--- src/rtl/ifetch_resp_pkg.sv ---
// Shared widths, constants and the fetch bundle layout used by the instruction-fetch responder.
package ifetch_resp_pkg;

  localparam int INST_ADDR_W = 32;
  localparam int REG_W       = 32;
  localparam int RDATA_W     = 64;

  localparam logic [REG_W-1:0] ZERO_WORD   = '0;
  localparam logic             CHIP_ENABLE = 1'b1;
  localparam logic             STOP        = 1'b1;
  localparam logic             NO_STOP     = 1'b0;

  // One buffered fetch: original PC (low bits kept) plus the aligned 64-bit memory word.
  typedef struct packed {
    logic [INST_ADDR_W-1:0] pc;
    logic [RDATA_W-1:0]     rdata;
  } fetch_bundle_t;

  localparam int FETCH_BUNDLE_W = $bits(fetch_bundle_t);

  function automatic logic [INST_ADDR_W-1:0] align_addr(input logic [INST_ADDR_W-1:0] pc);
    return {pc[INST_ADDR_W-1:3], 3'b000};
  endfunction

endpackage

--- src/rtl/ifetch_resp_sync_fifo.sv ---
// Synchronous FIFO with show-ahead head, synchronous clear and push-while-full when popping.
module ifetch_resp_sync_fifo #(
  parameter int WIDTH = 32,
  parameter int DEPTH = 4,
  localparam int CNT_W = $clog2(DEPTH + 1),
  localparam int PTR_W = (DEPTH > 1) ? $clog2(DEPTH) : 1
) (
  input  logic             clk,
  input  logic             rst,
  input  logic             push,
  input  logic             pop,
  input  logic             clear,
  input  logic [WIDTH-1:0] wdata,
  output logic [WIDTH-1:0] rdata,
  output logic             full,
  output logic             empty,
  output logic [CNT_W-1:0] count
);

  logic [WIDTH-1:0] mem [DEPTH];
  logic [PTR_W-1:0] rd_ptr;
  logic [PTR_W-1:0] wr_ptr;
  logic             do_push;
  logic             do_pop;

  function automatic logic [PTR_W-1:0] inc_ptr(input logic [PTR_W-1:0] p);
    return (p == PTR_W'(DEPTH - 1)) ? '0 : p + PTR_W'(1);
  endfunction

  assign empty   = (count == '0);
  assign full    = (count == CNT_W'(DEPTH));
  assign do_pop  = pop && !empty;
  // A full FIFO may still accept a push when the head leaves in the same cycle.
  assign do_push = push && (!full || do_pop);
  assign rdata   = mem[rd_ptr];

  always_ff @(posedge clk or negedge rst) begin
    if (!rst) begin
      rd_ptr <= '0;
      wr_ptr <= '0;
      count  <= '0;
    end else if (clear) begin
      rd_ptr <= '0;
      wr_ptr <= '0;
      count  <= '0;
    end else begin
      if (do_push) wr_ptr <= inc_ptr(wr_ptr);
      if (do_pop)  rd_ptr <= inc_ptr(rd_ptr);
      case ({do_push, do_pop})
        2'b10:   count <= count + CNT_W'(1);
        2'b01:   count <= count - CNT_W'(1);
        default: count <= count;
      endcase
    end
  end

  always_ff @(posedge clk) begin
    if (do_push && !clear) mem[wr_ptr] <= wdata;
  end

endmodule

--- src/rtl/ifetch_resp.sv ---
// Instruction-fetch responder: issues aligned 64-bit reads, tracks in-flight PCs, buffers
// in-order responses and hands instruction pairs to decode, dropping stale fetches on flush.
module ifetch_resp
  import ifetch_resp_pkg::*;
#(
  parameter int DEPTH     = 4,
  parameter int MAX_OUTST = 2
) (
  input  logic                   clk,
  input  logic                   rst,
  input  logic [INST_ADDR_W-1:0] pc_i,
  input  logic                   ce_i,
  input  logic                   flush_i,
  input  logic                   id_stall_i,
  output logic                   mem_req_o,
  output logic [INST_ADDR_W-1:0] mem_addr_o,
  input  logic                   mem_gnt_i,
  input  logic                   mem_rvalid_i,
  input  logic [RDATA_W-1:0]     mem_rdata_i,
  output logic                   inst_valid_o,
  output logic [INST_ADDR_W-1:0] inst_pc_o,
  output logic [REG_W-1:0]       inst0_o,
  output logic [REG_W-1:0]       inst1_o,
  output logic [1:0]             slot_mask_o,
  output logic                   stallreq_o
);

  // Handshakes: a request transfers on mem_req_o & mem_gnt_i (pc_i/addr held until then);
  // mem_rvalid_i is a one-cycle pulse with no back-pressure, ordered like the grants;
  // a pair transfers to decode on inst_valid_o & ~id_stall_i.

  localparam int CNT_W = $clog2(DEPTH + 1);
  localparam int OUT_W = $clog2(MAX_OUTST + 1);

  logic [OUT_W-1:0]       outst;
  logic [OUT_W-1:0]       drop;
  logic                   allowed;
  logic                   gnt_fire;
  logic                   rsp_fire;
  logic                   drop_fire;
  logic                   keep_fire;

  logic [INST_ADDR_W-1:0] tag_head;
  logic                   tag_full;
  logic                   tag_empty;
  logic [OUT_W-1:0]       tag_count;

  fetch_bundle_t          rsp_wdata;
  fetch_bundle_t          rsp_head;
  logic                   rsp_pop;
  logic                   rsp_full;
  logic                   rsp_empty;
  logic [CNT_W-1:0]       rsp_count;

  // Credit counts buffered entries plus every in-flight fetch, dropped ones included,
  // so an accepted response always finds room.
  assign allowed   = (int'(outst) < MAX_OUTST) && ((int'(rsp_count) + int'(outst)) < DEPTH);
  assign mem_req_o = rst && (ce_i == CHIP_ENABLE) && !flush_i && allowed;
  assign mem_addr_o = rst ? align_addr(pc_i) : ZERO_WORD;
  assign gnt_fire  = mem_req_o && mem_gnt_i;
  assign stallreq_o = (rst && (ce_i == CHIP_ENABLE) && !gnt_fire) ? STOP : NO_STOP;

  // Responses with nothing outstanding are ignored; the oldest 'drop' responses belong
  // to fetches cancelled by a flush and never touch the tag FIFO (it was cleared then).
  assign rsp_fire  = mem_rvalid_i && (outst != '0);
  assign drop_fire = rsp_fire && (drop != '0);
  assign keep_fire = rsp_fire && (drop == '0) && !flush_i;

  always_ff @(posedge clk or negedge rst) begin
    if (!rst) begin
      outst <= '0;
      drop  <= '0;
    end else begin
      outst <= outst + OUT_W'(gnt_fire) - OUT_W'(rsp_fire);
      if (flush_i)        drop <= outst - OUT_W'(rsp_fire);
      else if (drop_fire) drop <= drop - OUT_W'(1);
    end
  end

  ifetch_resp_sync_fifo #(
    .WIDTH (INST_ADDR_W),
    .DEPTH (MAX_OUTST)
  ) u_tag_fifo (
    .clk   (clk),
    .rst   (rst),
    .push  (gnt_fire),
    .pop   (keep_fire),
    .clear (flush_i),
    .wdata (pc_i),
    .rdata (tag_head),
    .full  (tag_full),
    .empty (tag_empty),
    .count (tag_count)
  );

  assign rsp_wdata = '{pc: tag_head, rdata: mem_rdata_i};

  ifetch_resp_sync_fifo #(
    .WIDTH (FETCH_BUNDLE_W),
    .DEPTH (DEPTH)
  ) u_rsp_fifo (
    .clk   (clk),
    .rst   (rst),
    .push  (keep_fire),
    .pop   (rsp_pop),
    .clear (flush_i),
    .wdata (rsp_wdata),
    .rdata (rsp_head),
    .full  (rsp_full),
    .empty (rsp_empty),
    .count (rsp_count)
  );

  assign inst_valid_o = !rsp_empty && !flush_i;
  assign rsp_pop      = inst_valid_o && !id_stall_i;
  assign inst_pc_o    = inst_valid_o ? rsp_head.pc : ZERO_WORD;
  assign inst0_o      = inst_valid_o ? rsp_head.rdata[31:0] : ZERO_WORD;
  assign inst1_o      = inst_valid_o ? rsp_head.rdata[63:32] : ZERO_WORD;
  assign slot_mask_o  = inst_valid_o ? {1'b1, ~rsp_head.pc[2]} : 2'b00;

  a_rvalid_with_outst: assert property (@(posedge clk) disable iff (!rst)
    mem_rvalid_i |-> (outst != '0));
  a_tag_room: assert property (@(posedge clk) disable iff (!rst)
    gnt_fire |-> !tag_full);
  a_tag_avail: assert property (@(posedge clk) disable iff (!rst)
    keep_fire |-> !tag_empty);
  a_tag_le_outst: assert property (@(posedge clk) disable iff (!rst)
    tag_count <= outst);
  a_rsp_room: assert property (@(posedge clk) disable iff (!rst)
    keep_fire |-> (!rsp_full || rsp_pop));

endmodule

--- config.mk ---
export PLATFORM = sky130hd
export DESIGN_NAME = ifetch_resp
export DESIGN_NICKNAME = d
export VERILOG_FILES = /design/src/rtl/ifetch_resp_pkg.sv /design/src/rtl/ifetch_resp_sync_fifo.sv /design/src/rtl/ifetch_resp.sv
export SDC_FILE = /design/constraint.sdc
export NUM_CORES = 1
export LEC_CHECK = 0
export BUFFER_PORTS_ARGS = -buffer_cell sky130_fd_sc_hd__buf_2
export CAP_MARGIN = 40
export CORE_ASPECT_RATIO = 0.5
export CORE_MARGIN = 10
export CORE_UTILIZATION = 45
export DETAILED_ROUTE_END_ITERATION = 6
export PLACE_DENSITY = 0.67
export SETUP_SLACK_MARGIN = 0.05
export SYNTH_ARGS = -nofsm -noshare
export SYNTH_HDL_FRONTEND = slang
export SYNTH_HIERARCHICAL = 1
export SYNTH_SLANG_ARGS = --single-unit
--- constraint.sdc ---
create_clock -name clk -period 4.2 [get_ports clk]
set_input_delay 0.21 -clock clk [delete_from_list [all_inputs] [get_ports clk]]
set_output_delay 0.21 -clock clk [all_outputs]
set_load 0.02 [all_outputs]
==> out/results.txt, run 1 <==
Power Dens Cells -> 426 mW/mm^2
Mapped Cells -> 871
1st-pass router iterations -> 4
DRC -> 0
Initial Utilization -> 46.2%
Worst slack, placed -> 1230 ps
CP startpoint kind -> register
Worst skew pair latency -> 540 ps
Vias per inst -> 5.14
Gr usage total -> 15.4%
Setup TNS -> 0 ps
Setup Skew -> 17.4 ps
Syn Area/Cell -> 20.9 sq um
Routed WL -> 38.2 mm
Remaining antenna violation count after routing -> 0
Buffers added on ports -> 232
Cell Rows -> 51
Period utilisation layout -> 74.8%
Iter 0 DRT Violations -> 619
CP arrival -> 2930 ps
Area after DPL -> 0.0200 sq mm
# setup viols final -> 0
Max-cap violations -> 0
Post_cts resized -> 0
Total number of vias -> 9159
Fin area -> 0.0224 sq mm
H-tree Lvls -> 2
Overflow after GRT -> 0
Die width -> 304 microns
Core Util, Final -> 56.8%
Warnings from Yosys -> 6
Vias in the first global route -> 10300
Largest net degree at the start of global routing -> 60
Outcome -> finished, final reports clean
Core area -> 0.0394 sq mm
Layout cell share with drive strength beyond 1 -> 36.6%
Fill count -> 2892
TritonCTS Buffers -> 42
Max IR drop VDD -> 0.288 mV
CP max FO -> 36
Rel. slew slack -> 42.3%
RSZ-0062 raised after global routing -> no
Area of the die -> 0.0493 sq mm
Clk buf depth -> 3
Post-layout nets -> 1330
Gpl congestion -> 0.711
Num ports -> 236
Hold Crit Class -> in -> reg
Clk sinks -> 463
Hpwl dp -> 23.9 mm
First-pass GRT wire length -> 59.7 mm
Max-slew violations -> 0
Crit path launch -> u_rsp_fifo/count[0]
Final Hold Viols -> 0
R2r startpoint -> u_rsp_fifo/count[0]
Fmax -> 319 MHz
PnR worst setup slack -> 1060 ps
Critical path endpoint category -> output pin
Hold path startpoint -> flush_i
CTS tree -> done
Mapped Area -> 0.0182 sq mm
Die height -> 162 microns
Per-cell routed wire length -> 21.5 microns
Worst Path Required -> 3990 ps
Tmin final -> 3140 ps
Crit Path Category -> reg -> out
Worst-path clk slew -> 60 ps
Area delta synth->final -> 23.0%
Measured slew at the worst slew-check pin -> 864 ps
Initial antenna violation count -> 1
Root buf cell -> clkbuf_16
Pleak -> 7.80 nW
==> layout by cell type (no fill, tap or decap), types with 11 or more instances in the layout <==
cell type	count
edfxtp_1	448
buf_2	232
and2_1	127
dlygate4sd3_1	97
mux4_2	96
clkbuf_16	42
mux2_2	33
dfrtp_1	13
clkbuf_1	11
buf_12	11
==> repair_timing <==
action	CTS	global route
hold buffers	97	0
endpoints found under the hold margin	335	0
buffers inserted	0	0
==> per-stage QoR <==
step | instances | power [mW] | hold slack, ps
2_1_floorplan | 873 | 5.60 | -85.6
3_3_place_gp | 1605 | 5.81 | 263
3_5_place_dp | 1605 | 5.84 | 271
4_1_cts | 1780 | 9.63 | 130
5_1_grt | 1781 | 9.90 | 183
6_report | 1781 | 9.52 | 150
==> worst max-delay path: stages (launching register included) <==
cell,delay (ps)
dfrtp_1,600
nor3_1,190
nor2_4,700
buf_4,460
and2_1,220
buf_2,180
==> final timing paths <==
kind | to | slack (ps) | cells after the start
setup / recovery | inst0_o[22] | 1060 | 5
hold / removal | u_tag_fifo/rd_ptr | 150 | 2
setup reg to reg | u_rsp_fifo/mem[1][26] | 1260 | 7
hold reg to reg | outst[1] | 580 | 1
max in group asynchronous | u_rsp_fifo/rd_ptr[1] | 3600 | 3
min in group asynchronous | drop[0] | 250 | 3
==> routing by layer <==
layer / wire length (microns) / vias to the layer above / GRT usage [%]
li1: - / 4153 / -
met1: 14500 / 4774 / 17.1
met2: 21700 / 184 / 29.7
met3: 1280 / 48 / 2.49
met4: 762 / 0 / 4.73
met5: 0 / - / 0
==> cell type report <==
cell class	instances	area, sq um	area share (%)
Tap cell	530	663	2.97
Timing Repair Buffer	349	2420	10.8
Clock inverter	25	244	1.09
Sequential cell	463	13800	61.9
Antenna cell	1	2.50	0.0112
Inverter	10	37.5	0.168
Multi-Input combinational cell	350	4060	18.2
Clock buffer	53	1090	4.89
==> sequential cells by signal, summed over array words and instances (netlist names), 2 cells and up <==
signal	cells
u_rsp_fifo/mem	384
u_tag_fifo/mem	64
u_rsp_fifo/count	3
drop	2
outst	2
u_rsp_fifo/rd_ptr	2
u_rsp_fifo/wr_ptr	2
u_tag_fifo/count	2
==> report_power, final <==
part	total (mW)	internal, mW	switching [mW]
clock	3.71	2.11	1.60
sequential	5.18	5.14	0.0429
combinational	0.632	0.282	0.350
Power figures use the tool's default switching activity.
==> run 2, diff against run 1 <==
Settings changed: ABC_AREA set to 1, PLACE_DENSITY 0.67 to not set.
Clock period 4.2 ns to 2.9 ns, I/O delays scaled along.
==> run 2 against run 1 <==
  * Non-clock buffer count grew 10
  * Global-route usage grew 0.74 points
  * Area after synthesis grew 3.2%
  * Power grew 75%
  * Via count grew 30%
  * First-iteration DRC count grew 24%
  * Highest routed layer unchanged
  * Register-to-register slack lost 670 ps
  * Sequential share of layout area shrank 1.3 points
  * Sequential cell count is the same
  * Synthesized cell count grew 75%
  * Clock-buffer cell count grew 3
==> out/results.txt, run 2 <==
Outcome -> finished, final reports clean
Crit path launch -> u_rsp_fifo/rd_ptr[0]
Worst R2R Path Depth -> 11
# diodes -> 0
Top flop regs -> u_rsp_fifo/mem: 384 flops, u_tag_fifo/mem: 64 flops, u_rsp_fifo/count: 3 flops
H-tree Lvls -> 2
Setup TNS -> 0 ps
R2r startpoint -> u_rsp_fifo/count[0]
Iter 0 DRT Violations -> 768
Worst-path clk slew -> 60 ps
Power Dens Cells -> 730 mW/mm^2
Cell Rows -> 52
Die height -> 164 microns
Initial antenna violation count -> 0
Area of the die -> 0.0507 sq mm
Clk sinks -> 463
Fill count -> 3395
CP arrival -> 2440 ps
Period utilisation layout -> 89.0%
Vias per inst -> 4.92
Worst Hold Depth -> 6
Buffers added on ports -> 232
Routed WL -> 41.8 mm
DRC -> 0
Total number of vias -> 11900
Rel. slew slack -> 46.9%
Mapped Cells -> 1521
Overflow after GRT -> 0
Warnings from Yosys -> 6
Root buf cell -> clkbuf_16
Commonest non-fill, non-tap cells in the layout -> 448 x edfxtp_1, 276 x nor2_1, 232 x buf_2
CTS tree -> done
Crit Path Category -> reg -> out
Placed Cells -> 2238
RSZ-0062 raised after global routing -> no
Hold Crit Class -> in -> reg
TritonCTS Buffers -> 42
Flop2flop setup slack -> 590 ps
1st-pass router iterations -> 4
Commonest non-fill, non-tap cell in the layout -> edfxtp_1
Per-cell routed wire length -> 17.3 microns
Clk buf depth -> 3
Core area -> 0.0408 sq mm
CP max FO -> 194
Vias in the first global route -> 11700
Post-CTS setup buffers -> 0
Hpwl dp -> 24.5 mm
Measured slew at the worst slew-check pin -> 797 ps
# setup viols final -> 0
Critical path endpoint category -> output pin
Gr usage total -> 16.1%
Layout cell share with drive strength beyond 1 -> 19.6%
Largest net degree at the start of global routing -> 195
Register area -> 0.0138 sq mm
Setup Skew -> 20.4 ps
Pleak -> 9.07 nW
Die width -> 309 microns
Num ports -> 236
Syn Area/Cell -> 12.3 sq um
Biggest register -> u_rsp_fifo/mem
Fmax -> 387 MHz
Worst skew pair latency -> 550 ps
Max-cap violations -> 0
CP startpoint kind -> register
Max-slew violations -> 0
Initial Utilization -> 46.0%
Remaining antenna violation count after routing -> 0
Area delta synth->final -> 21.8%
Worst Path Required -> 2760 ps
Max reg flops -> 384
Max IR drop VDD -> 0.340 mV
Mapped Area -> 0.0188 sq mm
Non-filler cells, final -> 2412
Post-layout nets -> 1954
Tmin final -> 2580 ps
Final Hold Viols -> 0
Multi-input gate area -> 0.00385 sq mm
Hold path startpoint -> id_stall_i
Gpl congestion -> 0.792
First-pass GRT wire length -> 65.0 mm
[run 2: final timing paths]
check	to
worst min register to register	drop[1]
worst max register to register	u_rsp_fifo/mem[2][91]
worst max-delay path	inst1_o[2]
max in group asynchronous	u_rsp_fifo/rd_ptr[0]
worst min-delay path	u_rsp_fifo/rd_ptr[1]
min in group asynchronous	u_rsp_fifo/wr_ptr[1]
[run 2: through the flow]
step,worst slack [ps],area [sq um],power [mW],util [%],hold WS [ps]
5_1_grt,87.6,22800,17.6,56.0,58.0
6_report,319,22800,16.7,56.0,56.6
3_3_place_gp,616,20600,11.4,50.4,264
3_5_place_dp,587,20600,11.4,50.4,268
4_1_cts,225,22800,16.9,56.0,27.8
2_1_floorplan,-364,18800,10.4,-,-151
[run 2: layer usage]
| layer | wire [microns] | global-route usage (%) | vias to the layer above |
|---|---|---|---|
| met5 | 0 | 0 | - |
| met2 | 21500 | 28.9 | 229 |
| met3 | 1760 | 2.90 | 46 |
| met1 | 17900 | 20.2 | 5690 |
| li1 | - | - | 5908 |
| met4 | 612 | 3.58 | 0 |
[run 2: what timing repair did]
action                                  in CTS  in global routing
hold buffers                                98                  0
resized for setup                            0                  1
endpoints found under the setup margin       0                  2
hold endpoints to repair                   337                  0
[run 2: cell type report]
type	count	area share, %
flip-flops and latches	463	60.5
multi-input cells	812	16.9
repair buffers	359	11.2
clock buffers	56	4.83
well taps	540	2.96
inverters	162	2.69
clock inverters	20	0.887
[run 2: where the power goes]
| part | total (mW) | switching (mW) | internal (mW) |
|---|---|---|---|
| logic | 3.69 | 2.54 | 1.15 |
| registers | 7.64 | 0.0926 | 7.55 |
| clock network | 5.36 | 2.38 | 2.97 |
[run 2: critical path, cell delays in order, from the launching register on]
cell	delay, ps
dfrtp_4	460
buf_16	510
o21ai_0	250
o22ai_1	190
inv_1	70
nor2_2	90
buf_2	170
==> run 3, diff against run 2 <==
Settings changed: SYNTH_HIERARCHICAL 1 to not set.
==> run 3 against run 2 <==
  * Register-to-register slack lost 130 ps
  * Clock power is 0.7% higher
  * Cell area fell by 0.20%
  * Area after synthesis is 1.3% lower
  * Sequential share of layout area increased by 0.13 points
  * Combinational power grew 15%
  * Synthesized cell count is 5.1% lower
  * Critical endpoint is now inst_pc_o[6]
  * Power grew 4.3%
  * Critical path type unchanged
==> out/results.txt, run 3 <==
Outcome -> finished, final reports clean
Synth top area share -> 72.7%
Syn Area/Cell -> 12.8 sq um
Period utilisation layout -> 90.8%
Clk buf depth -> 3
Num ports -> 236
EDFF count, synth -> 448
# setup viols final -> 0
Vias in the first global route -> 12200
Worst Hold Depth -> 4
Worst-path clk slew -> 60 ps
Per-cell routed wire length -> 18.7 microns
Buffers added on ports -> 232
Max-cap violations -> 0
Fmax -> 380 MHz
Placed Cells -> 2167
Measured slew at the worst slew-check pin -> 705 ps
Top-count cell post-synth -> edfxtp_1
Post-synthesis async set-or-reset flop share -> 3.24%
Rel. slew slack -> 52.9%
Warnings from Yosys -> 0
DRC -> 0
Commonest cells in the netlist -> 448 x edfxtp_1, 399 x nor2_1, 185 x o21ai_0, 69 x a21oi_1, 66 x nand2_1
Gpl congestion -> 0.772
Flop2flop setup slack -> 460 ps
Final Power -> 17.4 mW
Final Hold Viols -> 0
Max IR drop VDD -> 0.547 mV
Largest net degree at the start of global routing -> 97
First-pass GRT wire length -> 68.4 mm
Layout cell share with drive strength beyond 1 -> 22.5%
Total number of vias -> 11900
CP peak stage delay -> 450 ps
Pleak -> 8.51 nW
Gr usage total -> 17.2%
PnR worst setup slack -> 266 ps
CP startpoint kind -> register
Worst hold slack -> 89.9 ps
Commonest non-fill, non-tap cell in the layout -> edfxtp_1
Biggest register -> u_rsp_fifo.mem
Max reg flops -> 384
Hpwl dp -> 26.0 mm
Initial Utilization -> 45.7%
Post-layout nets -> 1884
Multi-input gate area -> 0.00413 sq mm
Mapped Area -> 0.0185 sq mm
Synth Flop Type -> edfxtp_1
Area delta synth->final -> 23.2%
Area leader, netlist -> edfxtp_1
Worst Path Required -> 2760 ps
Area of the die -> 0.0501 sq mm
Setup Skew -> 11.0 ps
CP arrival -> 2490 ps
Mapped Cells -> 1444
CTS tree -> done
Clk sinks -> 463
1st-pass router iterations -> 5
Critical-path cell list -> nor2_2 > a21oi_4 > inv_4 > buf_4 > a21oi_1 > buf_2
Commonest non-fill, non-tap cells in the layout -> 448 x edfxtp_1, 391 x nor2_1, 232 x buf_2
Synth unique cells -> 30
Power Dens Cells -> 763 mW/mm^2
CP max-delay cell -> dfrtp_1
Remaining antenna violation count after routing -> 0
Overflow after GRT -> 0
Seq/Total Area, Yosys -> 74.7%
H-tree Lvls -> 2
Synth area leaders -> edfxtp_1 73%, nor2_1 8.1%, o21ai_0 5.0%, dfrtp_1 2.0%, mux2_2 1.9%
Worst skew pair latency -> 540 ps
Fill count -> 3280
Root buf cell -> clkbuf_16
Critical path endpoint category -> output pin
Vias per inst -> 5.09
Initial antenna violation count -> 2
Iter 0 DRT Violations -> 1018
Hold Crit Class -> in -> reg
Core area -> 0.0405 sq mm
Synth Register Bits -> 463
CP top delay family -> buffers and inverters
CP Buf/Inv Count -> 3
Die height -> 163 microns
Max-slew violations -> 0
Routed WL -> 43.9 mm
Die width -> 307 microns
Top flop regs -> u_rsp_fifo.mem: 384 flops, u_tag_fifo.mem: 64 flops, u_rsp_fifo.count: 3 flops
Worst R2R Path Depth -> 9
Cell Rows -> 52
Non-filler cells, final -> 2341
Crit Path Category -> reg -> out
Worst slack, placed -> 453 ps
TritonCTS Buffers -> 42
Setup TNS -> 0 ps
RSZ-0062 raised after global routing -> no
Worst path depth -> 6
Tmin final -> 2630 ps
CP max FO -> 30
Register area -> 0.0138 sq mm
run 3: cells by family (layout without fill, tap and decap cells):
family / count (synthesis) / after routing / share of synthesized area [%]
simple gates: 485 / 485 / 10.0
flops: 463 / 463 / 74.7
compound gates: 303 / 303 / 8.94
buf+inv: 144 / 497 / 3.34
mux: 32 / 32 / 1.95
fa+ha+maj: 11 / 11 / 0.784
xor+xnor: 5 / 5 / 0.237
other cells: 1 / 5 / 0.0203
run 3: timing repair:
item,CTS,global route
hold buffers,99,0
buffers inserted,0,0
endpoints found under the hold margin,337,0
resized for setup,0,0
run 3: final timing paths:
kind | from | end
min in group asynchronous | rst | drop[1]
max | u_rsp_fifo.count[0] | inst_pc_o[6]
max reg2reg | drop[0] | u_rsp_fifo.mem[3][75]
max in group asynchronous | rst | u_rsp_fifo.rd_ptr[0]
min reg2reg | drop[1] | drop[1]
min | mem_gnt_i | u_tag_fifo.count[0]
run 3: routing by layer:
metal / part of all wire [%] / wire length (microns) / vias up / global-route usage (%)
met3: 4.0 / 1750 / 66 / 2.80
li1: - / - / 5717 / -
met5: 0 / 0 / - / 0
met2: 53 / 23400 / 249 / 31.7
met1: 40 / 17800 / 5891 / 20.5
met4: 2.1 / 912 / 0 / 5.26
run 3: final cells by class:
type / count / area share [%]
Tap cell: 540 / 2.96
Inverter: 58 / 0.988
Multi-Input combinational cell: 839 / 18.1
Timing Repair Buffer: 366 / 11.5
Clock buffer: 50 / 4.83
Clock inverter: 23 / 0.938
Antenna cell: 2 / 0.0219
Sequential cell: 463 / 60.7
run 3: tightest hold or removal path, cell delays in order:
cell and delay (ps):
buf_2 130, nand4_1 160, nand4_1 90, nand2_1 70
run 3: where the power goes:
part | total [mW] | leakage, nW | internal (mW) | switching (mW)
logic | 4.24 | 3.63 | 1.33 | 2.90
clock network | 5.40 | 0.645 | 3.07 | 2.33
registers | 7.77 | 4.23 | 7.64 | 0.133
total | 17.4 | 8.51 | 12.0 | 5.37
run 3: stage by stage:
step	util [%]	area [sq um]
after floorplan	-	18600
after global placement	50.5	20500
after detailed placement	50.5	20500
after CTS	56.2	22800
after global routing	56.3	22800
final	56.3	22800
